`config.mk`:
```
export PLATFORM = sky130hd
export DESIGN_NAME = dm_arbiter_flat
export DESIGN_NICKNAME = d
export VERILOG_FILES = /design/src/rtl/dm_arbiter_if.sv /design/src/rtl/dm_arbiter.sv /design/src/flat_wrapper.sv
export SDC_FILE = /design/constraint.sdc
export NUM_CORES = 1
export LEC_CHECK = 0
export CAP_MARGIN = 20
export CORE_UTILIZATION = 43
export DETAILED_ROUTE_END_ITERATION = 7
export PLACE_DENSITY = 0.93
export SLEW_MARGIN = 20
export SYNTH_ARGS = -nofsm -noshare
export SYNTH_HDL_FRONTEND = slang
export SYNTH_SLANG_ARGS = --single-unit
```
`constraint.sdc`:
```
create_clock -name clk -period 2.1 [get_ports clk]
set_input_delay 0.42 -clock clk [delete_from_list [all_inputs] [get_ports clk]]
set_output_delay 0.42 -clock clk [all_outputs]
set_load 0.02 [all_outputs]
```
`src/rtl/dm_arbiter_if.sv`:
```
// Requester and data-memory signal bundle for dm_arbiter.
// The slave modport is the arbiter's view; master is the requester/memory side.
interface dm_arbiter_if #(
  parameter int ADDR_W = 32,
  parameter int DATA_W = 32
);
  logic              req0, req1;
  logic              we0, we1;
  logic [ADDR_W-1:0] addr0, addr1;
  logic [DATA_W-1:0] wd0, wd1;
  logic              gnt0, gnt1;
  logic              done0, done1;
  logic              err0, err1;
  logic [DATA_W-1:0] rdata;
  logic [ADDR_W-1:0] mem_addr;
  logic [DATA_W-1:0] mem_wd;
  logic              mem_we;
  logic [DATA_W-1:0] mem_rdata;
  logic              busy;

  modport slave (
    input  req0, req1, we0, we1, addr0, addr1, wd0, wd1, mem_rdata,
    output gnt0, gnt1, done0, done1, err0, err1, rdata,
           mem_addr, mem_wd, mem_we, busy
  );

  modport master (
    output req0, req1, we0, we1, addr0, addr1, wd0, wd1, mem_rdata,
    input  gnt0, gnt1, done0, done1, err0, err1, rdata,
           mem_addr, mem_wd, mem_we, busy
  );
endinterface

```
`src/rtl/dm_arbiter.sv`:
```
// Two-port arbiter for the shared data memory: IDLE -> ACCESS -> RESP per transaction.
// Define DM_ARB_RR_EN for round-robin tie-breaking; otherwise port 0 wins ties.
module dm_arbiter #(
  parameter int ADDR_W = 32,
  parameter int DATA_W = 32
) (
  input  logic         clk,
  input  logic         rst_n,
  dm_arbiter_if.slave  bus
);

  typedef enum logic [1:0] {IDLE, ACCESS, RESP} state_t;

  typedef struct packed {
    logic              we;
    logic [ADDR_W-1:0] addr;
    logic [DATA_W-1:0] wd;
  } txn_t;

  state_t            state_q, state_d;
  logic              win_q, win_d;
  txn_t              txn_q, txn_d;
  logic [DATA_W-1:0] rdata_q, rdata_d;
  logic              any_req, pick;
  logic              in_acc, in_resp, misal;

`ifdef DM_ARB_RR_EN
  logic last_q, last_d;

  // On a tie, port 1 wins only if port 0 took the previous grant.
  always_comb begin
    pick = bus.req1 & (~bus.req0 | ~last_q);
  end
`else
  always_comb begin
    pick = ~bus.req0;
  end
`endif

  always_comb begin
    any_req = bus.req0 | bus.req1;
    state_d = state_q;
    win_d   = win_q;
    txn_d   = txn_q;
    rdata_d = rdata_q;
`ifdef DM_ARB_RR_EN
    last_d  = last_q;
`endif
    case (state_q)
      ACCESS: begin
        state_d = RESP;
        if (!txn_q.we) rdata_d = bus.mem_rdata;
      end
      default: begin
        // IDLE and RESP both arbitrate, giving back-to-back transactions.
        if (any_req) begin
          state_d = ACCESS;
          win_d   = pick;
          txn_d   = pick ? '{we: bus.we1, addr: bus.addr1, wd: bus.wd1}
                         : '{we: bus.we0, addr: bus.addr0, wd: bus.wd0};
`ifdef DM_ARB_RR_EN
          last_d  = pick;
`endif
        end else begin
          state_d = IDLE;
        end
      end
    endcase
  end

  always_ff @(posedge clk or negedge rst_n) begin
    if (!rst_n) begin
      state_q <= IDLE;
      win_q   <= 1'b0;
      txn_q   <= '0;
      rdata_q <= '0;
`ifdef DM_ARB_RR_EN
      last_q  <= 1'b1;
`endif
    end else begin
      state_q <= state_d;
      win_q   <= win_d;
      txn_q   <= txn_d;
      rdata_q <= rdata_d;
`ifdef DM_ARB_RR_EN
      last_q  <= last_d;
`endif
    end
  end

  // Outputs decode straight from flops, so async reset clears mem_we at once.
  always_comb begin
    in_acc  = (state_q == ACCESS);
    in_resp = (state_q == RESP);
    misal   = (txn_q.addr[1:0] != 2'b00);
  end

  assign bus.gnt0     = in_acc & ~win_q;
  assign bus.gnt1     = in_acc &  win_q;
  assign bus.done0    = in_resp & ~win_q;
  assign bus.done1    = in_resp &  win_q;
  assign bus.err0     = in_resp & ~win_q & txn_q.we & misal;
  assign bus.err1     = in_resp &  win_q & txn_q.we & misal;
  assign bus.rdata    = rdata_q;
  assign bus.mem_addr = in_acc ? txn_q.addr : '0;
  assign bus.mem_wd   = in_acc ? txn_q.wd : '0;
  assign bus.mem_we   = in_acc & txn_q.we & ~misal;
  assign bus.busy     = (state_q != IDLE);

endmodule

```
`src/flat_wrapper.sv`:
```
// flat-port wrapper written by rule: the top's interface ports become plain ports
module dm_arbiter_flat 
#(
  parameter int ADDR_W = 32,
  parameter int DATA_W = 32
)
  (clk, rst_n, bus_req0, bus_req1, bus_we0, bus_we1, bus_addr0, bus_addr1, bus_wd0, bus_wd1, bus_mem_rdata, bus_gnt0, bus_gnt1, bus_done0, bus_done1, bus_err0, bus_err1, bus_rdata, bus_mem_addr, bus_mem_wd, bus_mem_we, bus_busy);
  dm_arbiter_if #(.ADDR_W(ADDR_W), .DATA_W(DATA_W)) bus_i ();
  input  logic clk;
  input  logic rst_n;
  input wire logic [$bits(bus_i.req0)-1:0] bus_req0;
  input wire logic [$bits(bus_i.req1)-1:0] bus_req1;
  input wire logic [$bits(bus_i.we0)-1:0] bus_we0;
  input wire logic [$bits(bus_i.we1)-1:0] bus_we1;
  input wire logic [$bits(bus_i.addr0)-1:0] bus_addr0;
  input wire logic [$bits(bus_i.addr1)-1:0] bus_addr1;
  input wire logic [$bits(bus_i.wd0)-1:0] bus_wd0;
  input wire logic [$bits(bus_i.wd1)-1:0] bus_wd1;
  input wire logic [$bits(bus_i.mem_rdata)-1:0] bus_mem_rdata;
  output wire logic [$bits(bus_i.gnt0)-1:0] bus_gnt0;
  output wire logic [$bits(bus_i.gnt1)-1:0] bus_gnt1;
  output wire logic [$bits(bus_i.done0)-1:0] bus_done0;
  output wire logic [$bits(bus_i.done1)-1:0] bus_done1;
  output wire logic [$bits(bus_i.err0)-1:0] bus_err0;
  output wire logic [$bits(bus_i.err1)-1:0] bus_err1;
  output wire logic [$bits(bus_i.rdata)-1:0] bus_rdata;
  output wire logic [$bits(bus_i.mem_addr)-1:0] bus_mem_addr;
  output wire logic [$bits(bus_i.mem_wd)-1:0] bus_mem_wd;
  output wire logic [$bits(bus_i.mem_we)-1:0] bus_mem_we;
  output wire logic [$bits(bus_i.busy)-1:0] bus_busy;
  assign bus_i.req0 = bus_req0;
  assign bus_i.req1 = bus_req1;
  assign bus_i.we0 = bus_we0;
  assign bus_i.we1 = bus_we1;
  assign bus_i.addr0 = bus_addr0;
  assign bus_i.addr1 = bus_addr1;
  assign bus_i.wd0 = bus_wd0;
  assign bus_i.wd1 = bus_wd1;
  assign bus_i.mem_rdata = bus_mem_rdata;
  assign bus_gnt0 = bus_i.gnt0;
  assign bus_gnt1 = bus_i.gnt1;
  assign bus_done0 = bus_i.done0;
  assign bus_done1 = bus_i.done1;
  assign bus_err0 = bus_i.err0;
  assign bus_err1 = bus_i.err1;
  assign bus_rdata = bus_i.rdata;
  assign bus_mem_addr = bus_i.mem_addr;
  assign bus_mem_wd = bus_i.mem_wd;
  assign bus_mem_we = bus_i.mem_we;
  assign bus_busy = bus_i.busy;
  dm_arbiter #(.ADDR_W(ADDR_W), .DATA_W(DATA_W)) u_core (.clk(clk), .rst_n(rst_n), .bus(bus_i));
endmodule
```
==> results.sh <==
export IMPL_critPathCaptureType="output port"
export IMPL_antenna_found_initial=0
export IMPL_crit_family="buffers and inverters"
export IMPL_vias=3857
export IMPL_p_per_area_nw_per_um2=1260
export IMPL_crit_type="reg2out"
export IMPL_cts_setup_buffers=0
export IMPL_clock_latency_ns=0.33
export IMPL_portBuffers=269
export IMPL_firstDrtPassIters=4
export IMPL_run_status="finished, final reports clean"
export IMPL_worst_setup_hold_path_clk_slew_ns=0.07
export IMPL_fin_skew_ns=0.00707
export IMPL_critPathBufInv=3
export IMPL_min_delay_path_class="in2async"
export IMPL_final_core_util_pct=70.5
export IMPL_r2r_start="u_core.state_q[0]$_DFF_PN0_"
export IMPL_path_cells="nand2b_4 -> inv_4 -> buf_8 -> and2_1 -> clkdlybuf4s15_2"
export IMPL_die_y_um=111
export IMPL_synth_nets=530
export IMPL_via_per_inst=4.94
export IMPL_route_detailed_drc=0
export IMPL_final_min_clock_period_ns=2.02
export IMPL_post_drt_wl_per_cell_um=17.3
export IMPL_max_slew_worst_pin_slew_ns=0.488
export IMPL_place_hpwl_um=10400
export IMPL_h_tree_depth=3
export IMPL_slowest_stage="dfrtp_1"
export IMPL_drive_gt1_share_pct=41.1
export IMPL_syn_inst=364
export IMPL_regToRegSetupSlack_ns=0.34
export IMPL_syn_mean_instance_area_um2=14.0
export IMPL_ant_nets=0
export IMPL_setup_violations=0
export IMPL_grt_pass1_vias=4315
export IMPL_yosysSeqAreaShare_pct=49.0
export IMPL_grt_max_degree=55
export IMPL_grt_pass1_wl_um=22400
export IMPL_yosys_warnings=0
export IMPL_final_cell_mix="clkdlybuf4s50_1, mux2_2, dfrtp_1, and2_1, clkbuf_2"
export IMPL_critPathMaxFanout=18
export IMPL_syn_to_final_growth_pct=58.4
export IMPL_place_congestion=0.793
export IMPL_clockBufferDepth=2
export IMPL_vdd_drop_max_v=0.000890
export IMPL_overflow=0
export IMPL_rsz0062_at_grt="no"
export IMPL_slew_headroom_pct=67.5
export IMPL_yosysUniqueCellTypes=21
export IMPL_final_nets=798
export IMPL_antennaDiodeCount=0
export IMPL_ys_ff_latch=100
export IMPL_p_leak_nw=3.54
export IMPL_r2r_end="u_core.txn_q[31]$_DFFE_PN0P_"
export IMPL_wl_um=13500
export IMPL_hold_violations=0
export IMPL_critPathMaxStageDelay_ns=0.41
export IMPL_cp_arrival_ns=1.60
export IMPL_track_usage_pct=22.9
export IMPL_fin_area_um2=8080
export IMPL_max_freq_mhz=494
export IMPL_drv_cap=0
export IMPL_die_width_um=111
export IMPL_final_common_cell="clkdlybuf4s50_1"
export IMPL_cp_required_ns=1.68
export IMPL_core_um2=11500
export IMPL_finalCritPeriodShare_pct=96.3
export IMPL_cts_num_sinks=100
export IMPL_reg2reg_depth=6
export IMPL_tritoncts="done"
export IMPL_numCtsBuffers=9
export IMPL_start_util_pct=44.5
export IMPL_ioPinCount=270
export IMPL_syn_area_um2=5100
export IMPL_dieArea_um2=12300
export IMPL_place_area_um2=7960
export IMPL_drtIter0Drc=95
export IMPL_worst_setup_path_start_kind="flop"
export IMPL_drv_slew=0
export IMPL_root_buffer="clkbuf_16"
export IMPL_rows=39
[worst register-to-register path, cell delays in order, from the launching register on]
cell,delay (ns)
dfrtp_1,0.44
nand2b_4,0.14
inv_4,0.07
buf_12,0.15
nor2_4,0.14
buf_12,0.30
mux2_2,0.41
[state kept, by name (all words and copies together), names as in the netlist]
| register | count |
|---|---|
| u_core.txn_q | 65 |
| u_core.win_q | 1 |
| u_core.state_q | 2 |
| u_core.bus.rdata | 32 |
[synthesized netlist by cell type, drive strengths merged]
cell type | number | area (um2)
nor2 | 4 | 25.0
a2bb2oi | 1 | 8.76
inv | 1 | 3.75
buf | 18 | 131
and2 | 65 | 407
nor4b | 1 | 8.76
mux2 | 162 | 1940
nand2b | 1 | 13.8
clkbuf | 6 | 22.5
nor3b | 1 | 7.51
and3b | 1 | 8.76
dfrtp | 100 | 2500
o211a | 2 | 20.0
or2 | 1 | 6.26
[worst max path at each step]
stage,start,end,slack [ns],cells after the start
4_1_cts,u_core.state_q[0]$_DFF_PN0_,bus_err0,-0.15,3
3_5_place_dp,u_core.state_q[1]$_DFF_PN0_,bus_mem_we,-0.02,3
3_3_place_gp,u_core.state_q[1]$_DFF_PN0_,bus_mem_we,0.03,3
5_1_grt,u_core.state_q[1]$_DFF_PN0_,bus_mem_wd[24],0.02,5
2_1_floorplan,u_core.state_q[0]$_DFF_PN0_,bus_err0,0.32,2
6_report,u_core.state_q[1]$_DFF_PN0_,bus_mem_wd[24],0.08,5
[stage by stage]
step                std cells  total power [mW]  worst slack [ns]  setup TNS [ns]  hold WS, ns
global route              780              10.7            0.0188               0        0.461
finish                    780              10.2            0.0775               0        0.461
CTS                       780              10.4            -0.153          -0.156        0.443
detailed placement        763              8.89           -0.0184         -0.0184        0.260
floorplan                 364              6.39             0.319               0        0.124
global placement          763              8.70            0.0329               0        0.261
[metal layers]
layer | up-vias | share of wire (%) | global-route usage (%)
met1 | 1870 | 37 | 24.9
met4 | 0 | 2.2 | 8.62
met5 | - | 0 | 0
met2 | 172 | 54 | 42.2
li1 | 1795 | - | -
met3 | 20 | 6.9 | 6.07
[cell type report]
type                    count  area (um2)
fillers                   788        3380
repair buffers            281        2630
flip-flops and latches    100        2500
multi-input cells         239        2450
clock buffers               9         225
well taps                 143         179
clock inverters             7        83.8
inverters                   1        6.26
[power by group]
part / total, mW / internal, mW / switching [mW]
registers: 3.46 / 2.90 / 0.561
logic: 5.04 / 2.71 / 2.33
clock network: 1.68 / 0.945 / 0.740
total: 10.2 / 6.55 / 3.63
[timing repair]
| action | 4_1_cts | 5_1_grt |
|---|---|---|
| endpoints found under the setup margin | 70 | 69 |
| hold buffers | 1 | 0 |
| hold endpoints to repair | 8 | 0 |
| gates resized for setup | 134 | 77 |
[kinds of logic after synthesis]
| family | count (synthesis) | synth area share [%] |
|---|---|---|
| and+or+nand+nor | 74 | 9.34 |
| AOI/OAI and AO/OA | 3 | 0.564 |
| DFF | 100 | 49.0 |
| buffers and inverters | 25 | 3.09 |
| muxes | 162 | 38.0 |
(Power assumes the default switching activity.)
